===== config.mk =====
export PLATFORM = sky130hd
export DESIGN_NAME = cdb_arbiter
export DESIGN_NICKNAME = d
export VERILOG_FILES = /design/src/rtl/cdb_arbiter_pkg.sv /design/src/rtl/rr_arbiter.sv /design/src/rtl/cdb_arbiter.sv
export SDC_FILE = /design/constraint.sdc
export NUM_CORES = 1
export LEC_CHECK = 0
export CAP_MARGIN = 20
export CORE_MARGIN = 1
export CORE_UTILIZATION = 50
export CTS_CLUSTER_SIZE = 28
export DETAILED_ROUTE_END_ITERATION = 10
export PLACE_DENSITY = 0.86
export SLEW_MARGIN = 20
export SYNTH_ARGS = -nofsm -noshare
export SYNTH_HDL_FRONTEND = slang
export SYNTH_SLANG_ARGS = --single-unit

===== constraint.sdc =====
create_clock -name clk -period 6.5 [get_ports clk]
set_clock_uncertainty 0.15 [all_clocks]
set_input_delay 0.975 -clock clk [delete_from_list [all_inputs] [get_ports clk]]
set_output_delay 0.975 -clock clk [all_outputs]
set_load 0.02 [all_outputs]

===== src/rtl/cdb_arbiter_pkg.sv =====
// Shared CDB definitions: default widths, the "no producer" label and the
// functional-unit source indices used by the arbiter and reservation stations.
package cdb_arbiter_pkg;

  localparam int unsigned N_SRC_DEF  = 3;
  localparam int unsigned DATA_W_DEF = 32;
  localparam int unsigned TAG_W_DEF  = 5;

  // Label 0 marks "no producer"; such results are accepted and dropped.
  localparam int unsigned NO_TAG = 0;

  localparam int unsigned SRC_ALU = 0;
  localparam int unsigned SRC_MUL = 1;
  localparam int unsigned SRC_LD  = 2;

  typedef enum logic {
    BUF_EMPTY = 1'b0,
    BUF_FULL  = 1'b1
  } buf_state_e;

  function automatic int unsigned ptr_w(input int unsigned n);
    return (n > 1) ? $clog2(n) : 1;
  endfunction

endpackage


===== src/rtl/rr_arbiter.sv =====
// N-way combinational round-robin arbiter: the first set request at or after
// ptr (wrapping) receives the one-hot grant.
module rr_arbiter
  import cdb_arbiter_pkg::*;
#(
  parameter int unsigned N = N_SRC_DEF
) (
  input  logic [N-1:0]        req,
  input  logic [ptr_w(N)-1:0] ptr,
  output logic [N-1:0]        grant
);

  logic [31:0] pos;
  logic        found;

  always_comb begin
    grant = '0;
    found = 1'b0;
    pos   = '0;
    for (int unsigned k = 0; k < N; k++) begin
      pos = 32'(ptr) + k;
      if (pos >= N) begin
        pos = pos - N;
      end
      for (int unsigned i = 0; i < N; i++) begin
        if (!found && (pos == i) && req[i]) begin
          grant[i] = 1'b1;
          found    = 1'b1;
        end
      end
    end
  end

endmodule


===== src/rtl/cdb_arbiter.sv =====
// Common data bus scheduler: one-entry holding buffer per producer, round-robin
// selection among full buffers, registered single-driver CDB broadcast.
module cdb_arbiter
  import cdb_arbiter_pkg::*;
#(
  parameter int unsigned N_SRC  = N_SRC_DEF,
  parameter int unsigned DATA_W = DATA_W_DEF,
  parameter int unsigned TAG_W  = TAG_W_DEF
) (
  input  logic                    clk,
  input  logic                    rst,
  input  logic                    flush,
  input  logic [N_SRC-1:0]        req_valid,
  output logic [N_SRC-1:0]        req_ready,
  input  logic [N_SRC*DATA_W-1:0] req_data,
  input  logic [N_SRC*TAG_W-1:0]  req_label,
  output logic                    cdb_valid,
  output logic [DATA_W-1:0]       cdb_data,
  output logic [TAG_W-1:0]        cdb_label,
  output logic [N_SRC-1:0]        cdb_grant
);

  localparam int unsigned PTR_W = ptr_w(N_SRC);

  buf_state_e        state_q   [N_SRC];
  buf_state_e        state_d   [N_SRC];
  logic [DATA_W-1:0] buf_data  [N_SRC];
  logic [TAG_W-1:0]  buf_label [N_SRC];

  logic [N_SRC-1:0]  full;
  logic [N_SRC-1:0]  arb_grant;
  logic [N_SRC-1:0]  grant_now;
  logic [N_SRC-1:0]  accept;
  logic [N_SRC-1:0]  keep;
  logic [PTR_W-1:0]  rr_ptr;
  logic [PTR_W-1:0]  rr_ptr_d;
  logic [DATA_W-1:0] sel_data;
  logic [TAG_W-1:0]  sel_label;

  always_comb begin
    full = '0;
    for (int unsigned i = 0; i < N_SRC; i++) begin
      full[i] = (state_q[i] == BUF_FULL);
    end
  end

  rr_arbiter #(
    .N (N_SRC)
  ) u_rr (
    .req   (full),
    .ptr   (rr_ptr),
    .grant (arb_grant)
  );

  // Flush suppresses the grant as well, so the pointer and outputs see no winner.
  assign grant_now = flush ? '0 : arb_grant;
  assign req_ready = flush ? '0 : (~full | grant_now);
  assign accept    = req_valid & req_ready;

  always_comb begin
    keep      = '0;
    rr_ptr_d  = rr_ptr;
    sel_data  = '0;
    sel_label = '0;
    for (int unsigned i = 0; i < N_SRC; i++) begin
      keep[i]    = accept[i] && (req_label[i*TAG_W +: TAG_W] != TAG_W'(NO_TAG));
      state_d[i] = state_q[i];
      if (flush) begin
        state_d[i] = BUF_EMPTY;
      end else if (accept[i]) begin
        state_d[i] = keep[i] ? BUF_FULL : BUF_EMPTY;
      end else if (grant_now[i]) begin
        state_d[i] = BUF_EMPTY;
      end
      if (grant_now[i]) begin
        sel_data  = sel_data  | buf_data[i];
        sel_label = sel_label | buf_label[i];
        rr_ptr_d  = (i + 1 == N_SRC) ? '0 : PTR_W'(i + 1);
      end
    end
  end

  always_ff @(posedge clk) begin
    if (rst) begin
      for (int unsigned i = 0; i < N_SRC; i++) begin
        state_q[i] <= BUF_EMPTY;
      end
      rr_ptr <= '0;
    end else begin
      for (int unsigned i = 0; i < N_SRC; i++) begin
        state_q[i] <= state_d[i];
      end
      rr_ptr <= rr_ptr_d;
    end
  end

  // Payload is only meaningful while the buffer is FULL, so it carries no reset.
  always_ff @(posedge clk) begin
    for (int unsigned i = 0; i < N_SRC; i++) begin
      if (keep[i]) begin
        buf_data[i]  <= req_data[i*DATA_W +: DATA_W];
        buf_label[i] <= req_label[i*TAG_W +: TAG_W];
      end
    end
  end

  always_ff @(posedge clk) begin
    if (rst) begin
      cdb_valid <= 1'b0;
      cdb_data  <= '0;
      cdb_label <= '0;
      cdb_grant <= '0;
    end else begin
      cdb_valid <= |grant_now;
      cdb_grant <= grant_now;
      if (|grant_now) begin
        cdb_data  <= sel_data;
        cdb_label <= sel_label;
      end
    end
  end

endmodule


Yosys cells after proc, flatten, opt, wreduce, memory -nomap -nowiden
Memories as Yosys holds them, arrays and structs flattened.
Cells that the tools add are included.
Widths: inputs -> output; s select.
{"block": "classes", "n_mux": 50, "order_cmp": 3, "bitwise": 10, "eq_ne": 6, "reduce_logical": 38, "add_sub_neg": 5}
{"op": "$mux 32", "count": 6}
{"op": "$eq 32x1->1 const B", "count": 3}
{"op": "$eq 32x2->1 const B", "count": 3}
{"op": "$logic_not 32->1", "count": 3}
{"op": "$ge 32x2->1 const B", "count": 2}
{"op": "$or 32x32->32", "count": 2}
{"op": "$sub 32x2->32 const B", "count": 2}
{"op": "$mux 1", "count": 37}
{"op": "$logic_and 1x1->1", "count": 20}
{"op": "$mux 5", "count": 3}
{"op": "$reduce_bool 5->1", "count": 3}
{"op": "$or 5x5->5", "count": 2}
{"op": "$logic_not 1->1", "count": 8}
{"op": "$mux 3", "count": 2}
{"op": "$reduce_or 3->1", "count": 2}
{"op": "$mux 2", "count": 2}
{"op": "$add 2x1->3 const B", "count": 1}
{"op": "$add 2x2->3 const B", "count": 1}
{"op": "$and 3x3->3", "count": 1}
{"op": "$not 3->3", "count": 1}
{"op": "$or 1x1->1", "count": 3}
{"op": "$or 3x3->3", "count": 1}
{"op": "$sub 2x2->3 const B", "count": 1}
{"op": "$ge 2x2->1 const B", "count": 1}
{"op": "other kinds (2)", "count": 2}
{"block": "totals", "out_inout_bits": 44, "inputBits": 117, "regBits": 43, "ram_bits": 114, "memories": 3, "elab_cells": 121}
{"name": "buf_data", "words": 3, "word_bits": 32, "rd": 3, "rd_ports_with_merged_regs": 0, "wr": 3, "line_no": "cdb_arbiter.sv:27", "rtl": "logic [DATA_W-1:0] buf_data [N_SRC];"}
{"name": "buf_label", "words": 3, "word_bits": 5, "rd": 3, "rd_ports_with_merged_regs": 0, "wr": 3, "line_no": "cdb_arbiter.sv:28", "rtl": "logic [TAG_W-1:0] buf_label [N_SRC];"}
{"name": "state_q", "words": 3, "word_bits": 1, "rd": 3, "rd_ports_with_merged_regs": 0, "wr": 3, "line_no": "cdb_arbiter.sv:25", "rtl": "buf_state_e state_q [N_SRC];"}

Longest topological paths before layout
{"block": "depth", "depth_word": 46, "depth_mapped": 9, "ltp_nobuf": 6}

Modules after synthesis
From an unflattened synthesis, not the netlist that was laid out.
{"block": "hier_totals", "hier_cells": 356, "hier_area_um2": 5592.9}
{"mod": "cdb_arbiter", "seq_area_each_um2": 4254.1, "cells_each": 340, "area_each_um2": 5476.5, "instances": 1}
{"mod": "rr_arbiter", "seq_area_each_um2": 0.0, "cells_each": 16, "area_each_um2": 116.4, "instances": 1}

Worst setup path after synthesis
OpenSTA, ideal clock, no wires.
{"block": "synth_timing", "path_kind": "register to register", "from": "reg rr_ptr[0]", "to": "mem buf_data[0][32] (netlist name) (enable)", "setup_time_ns": 0.488, "period_less_slack_ns": 4.896, "slack_ns": 1.604, "required_ns": 5.862, "path_buffers": 2, "t_arrival_ns": 4.258, "stages_incl_launch_ff": 9, "path_cell_list": "dfxtp_1 > inv_1 > ha_1 > buf_6 > nor2b_1 > clkbuf_1 > o21a_1 > nor2_1 > a211oi_1"}
{"item": "from (decl)", "line_no": "cdb_arbiter.sv:35", "rtl": "logic [PTR_W-1:0] rr_ptr;"}
{"item": "from (signal assigned)", "line_no": "cdb_arbiter.sv:93", "rtl": "rr_ptr <= rr_ptr_d;"}
{"item": "to (decl)", "line_no": "cdb_arbiter.sv:27"}

Worst setup path in the final report
{"block": "layout_timing", "from": "reg rr_ptr[0]", "to": "out req_ready[1]"}
{"block": "layout_between", "elab_chain_len": 36, "elab_cells_between_ends": 54, "cone_classes": "add/sub: 5; order compare: 3; eq/ne: 5; mux: 15; bitwise: 1; reduce/logical: 25"}
{"item": "branches (longest 32 deep; another with $sub 32x2->32)"}
{"item": "$mux 1 *", "line_no": "rr_arbiter.sv:26", "rtl": "if (!found && (pos == i) && req[i]) begin"}
{"item": "$mux 3 *", "line_no": "cdb_arbiter.sv:56", "rtl": "assign grant_now = flush ? '0 : arb_grant;"}
{"item": "$or 3x3->3 *", "line_no": "cdb_arbiter.sv:57", "rtl": "assign req_ready = flush ? '0 : (~full | grant_now);"}
{"item": "$mux 3 *", "line_no": "cdb_arbiter.sv:57"}
{"item": "to (decl)", "line_no": "cdb_arbiter.sv:14", "rtl": "output logic [N_SRC-1:0] req_ready,"}
Mark *: on every way between the ends.

==> metrics.yaml <==
clock_network:
  cts_setup_buffers: 0
  cts_hold_buffers: 0
  cts-root-buf: "clkbuf_16"
  cts_tree: "built"
  cts_sinks: 157
  htree_levels: 4
  cts_resized: 0
  cts-buffers-inserted: 17
  clk_path_buf_depth: 2
  clk_latency_ns: 0.43
  clk_pin_slew_worst_paths_ns: 0.06
power_and_ir_drop:
  switching_share_pct: 23.6
  vdd_drop_max_uv: 243
  clkPwrFrac_pct: 41.5
  powerDensity_mw_per_mm2: 269
  power_leakage_nw: 3.28
  power_w: 0.00248
  p_sw_w: 0.000586
  p_comb_share_pct: 11.7
  internal_power_w: 0.00190
  power_frac_seq_pct: 46.7
synth:
  synth_nets: 639
  synth_top_area_cell: "edfxtp_1"
  synth_top_area_share_pct: 47.9
  ys_ff_latch: 157
  seq_area_frac_synth_pct: 61.2
  synth_top_family_by_area: "compound AO/OA/AOI/OAI gates"
  synth-simple-area-share_pct: 5.61
  synth.distinct_cells: 44
  synth_compound_area_share_pct: 26.6
  ys_top_cells_by_area: "edfxtp_1, dfxtp_1, o211a_1"
  yosysMostFrequentCell: "edfxtp_1"
  synth_edf_count: 111
  synthAdderAreaFrac_pct: 0.360
  synth_xor_xnor_area_share_pct: 0
  synth_ff_type: "edfxtp_1"
  synth_cells: 520
  netlist_area_mm2: 0.00695
  ys_top_cells_by_count: "edfxtp_1, o211a_1, dfxtp_1, nand3_1, inv_1"
  yosysWarningCount: 0
  async_reset_ff_share_pct: 0
  syn_avg_cell_area_um2: 13.4
  synth_mux_area_share_pct: 0
detailed_routing:
  antenna_left: 0
  dr.pass1.iters: 5
  wirelength_um: 18600
  vias: 5364
  drtIter0Drc: 567
  wire_per_inst_um: 22.1
  drc_errors: 0
  vias_per_cell: 6.37
timing:
  slew_headroom_pct: 28.0
  finalCriticalPeriod_ns: 4.60
  tightestPinTransition_ns: 1.08
  period_share_pct: 70.7
  rsz0062_at_grt: "no"
  slew_viol_final: 0
  setup_tns_ns: 0
  finalHoldViolations: 0
  finalSetupViolCount: 0
  fmax_mhz: 218
run:
  max_cap_violations: 0
die:
  fp.dieW_um: 120
  initial_utilization_pct: 51.9
  dieArea_mm2: 0.0144
  coreArea_mm2: 0.0134
  io_pins: 161
  chipHeight_um: 120
  rows: 42
grt:
  grt-ovfl-total: 0
  grt_max_degree: 38
  antenna_found_initial: 0
  grt_pass1_vias: 5296
  grt_pass1_wl_um: 28200
  grtUsageTotal_pct: 26.4
place:
  place_area_mm2: 0.00858
  detailed_place_hpwl_um: 11800
  port_buffers: 160
  gp_congestion: 0.841
critical_path:
  cp-end-kind: "primary output"
  r2r_slack_ns: 2.59
  path_buf_inv: 2
  crit_slowest_cell: "a21boi_4"
  cp.required_ns: 5.37
  startpoint: "rr_ptr[0]"
  cp_data_arrival_time_ns: 3.47
  rr_endpoint: "buf_data[0][56]"
  cp.depth: 7
  r2r-start: "rr_ptr[0]"
  crit_chain: "inv_1 > ha_1 > a21boi_4 > and2_1 > nor2_1 > a21oi_1 > clkdlybuf4s50_1"
  start_kind: "flip-flop"
  r2r_cells: 7
  worst_setup_path_endpoint: "req_ready[1]"
  slowest_delay_ns: 0.80
  cp_top_family: "compound AO/OA/AOI/OAI gates"
  critPathKind: "flip-flop to primary output"
  critPathMaxFanout: 34
cells_and_area:
  area_growth_pct: 32.7
  fin_area_mm2: 0.00923
  drive_gt1_share_pct: 12.8
  n_antenna_cell: 0
  final_nets: 772
  fillers: 881
worst_hold_path:
  hold_class: "flip-flop to flip-flop"
run_status:
  status: "finished, final reports clean"
==> power by group through the flow <==
stage / Clock [W] / Combinational (W) / Sequential, W
3_5_place_dp: 0 / 0.000284 / 0.00118
4_1_cts: 0.00104 / 0.000286 / 0.00116
2_1_floorplan: 0 / 0.000130 / 0.00119
3_3_place_gp: 0 / 0.000277 / 0.00118
6_report: 0.00103 / 0.000291 / 0.00116
5_1_grt: 0.00108 / 0.000307 / 0.00116
==> kinds of logic (layout without fill, tap and decap cells) <==
group,count (synthesis),after routing
adder cells (fa/ha/maj),2,2
buffers and inverters,89,235
AND/OR/NAND/NOR,73,73
flip-flops,157,157
AO/OA/AOI/OAI,199,199
==> worst min path at each step <==
stage               slack (ns)  cells past startpoint       startpoint      endpoint
finish                    0.33                      1  buf_data[0][16]  cdb_data[16]
CTS                       0.33                      1  buf_data[0][16]  cdb_data[16]
global route              0.36                      1  buf_data[0][16]  cdb_data[16]
floorplan                 0.29                      2  buf_data[0][78]  cdb_data[14]
detailed placement        0.32                      1  buf_data[0][16]  cdb_data[16]
global placement          0.31                      2  buf_data[0][78]  cdb_data[14]
==> sequential cells by signal, indices dropped and copies added (netlist names) <==
name,flops
buf_data,96
buf_label,15
cdb_data,32
cdb_grant,3
cdb_label,5
cdb_valid,1
rr_ptr,2
state_q,3
==> cells in the final DEF (no fill, tap or decap), drive strengths merged, types with 4 or more instances in the layout <==
cell type and count:
nor2b 7, o2111ai 32, clkbuf 20, a32oi 4, edfxtp 111, o211a 57
a221o 4, clkdlybuf4s50 160, nand3 40, buf 10, clkinvlp 5, a21oi 7
o22ai 28, o211ai 13, nor3 6, o21ai 7, nor2 8, inv 36
a221oi 29, dfxtp 46, a31oi 4
==> worst reg2reg max path: cells and delay by family, from the launching register on <==
kind	cells	cell delay, ns
DFF	1	0.37
adders and majority gates	1	0.47
AOI/OAI and AO/OA	2	1.56
and+or+nand+nor	2	0.51
buffers and inverters	2	0.52
==> final cells by class <==
class                           instances  area (µm²)  share of cell area (%)
Clock buffer                           20         457                    4.95
Clock inverter                         12         159                    1.72
Inverter                               33         124                    1.34
Multi-Input combinational cell        274        2310                    25.1
Sequential cell                       157        4250                    46.1
Tap cell                              176         220                    2.39
Timing Repair Buffer                  170        1700                    18.4
==> per-layer routing <==
metal	up-vias	share of wire [%]	track usage [%]
li1	2388	-	-
met1	2572	39	32.7
met2	358	49	43.6
met3	46	9.1	6.80
met4	0	2.8	11.5
met5	-	0	0
==> metrics by stage <==
step / setup slack (ns) / util (%) / hold WS, ns / cells
finish: 1.90 / 68.8 / 0.330 / 842
global route: 1.77 / 68.8 / 0.358 / 842
CTS: 1.93 / 68.6 / 0.334 / 841
detailed placement: 2.42 / 64.0 / 0.320 / 809
global placement: 2.49 / 64.0 / 0.306 / 809
floorplan: 1.60 / - / 0.289 / 520
(Power assumes the default switching activity.)
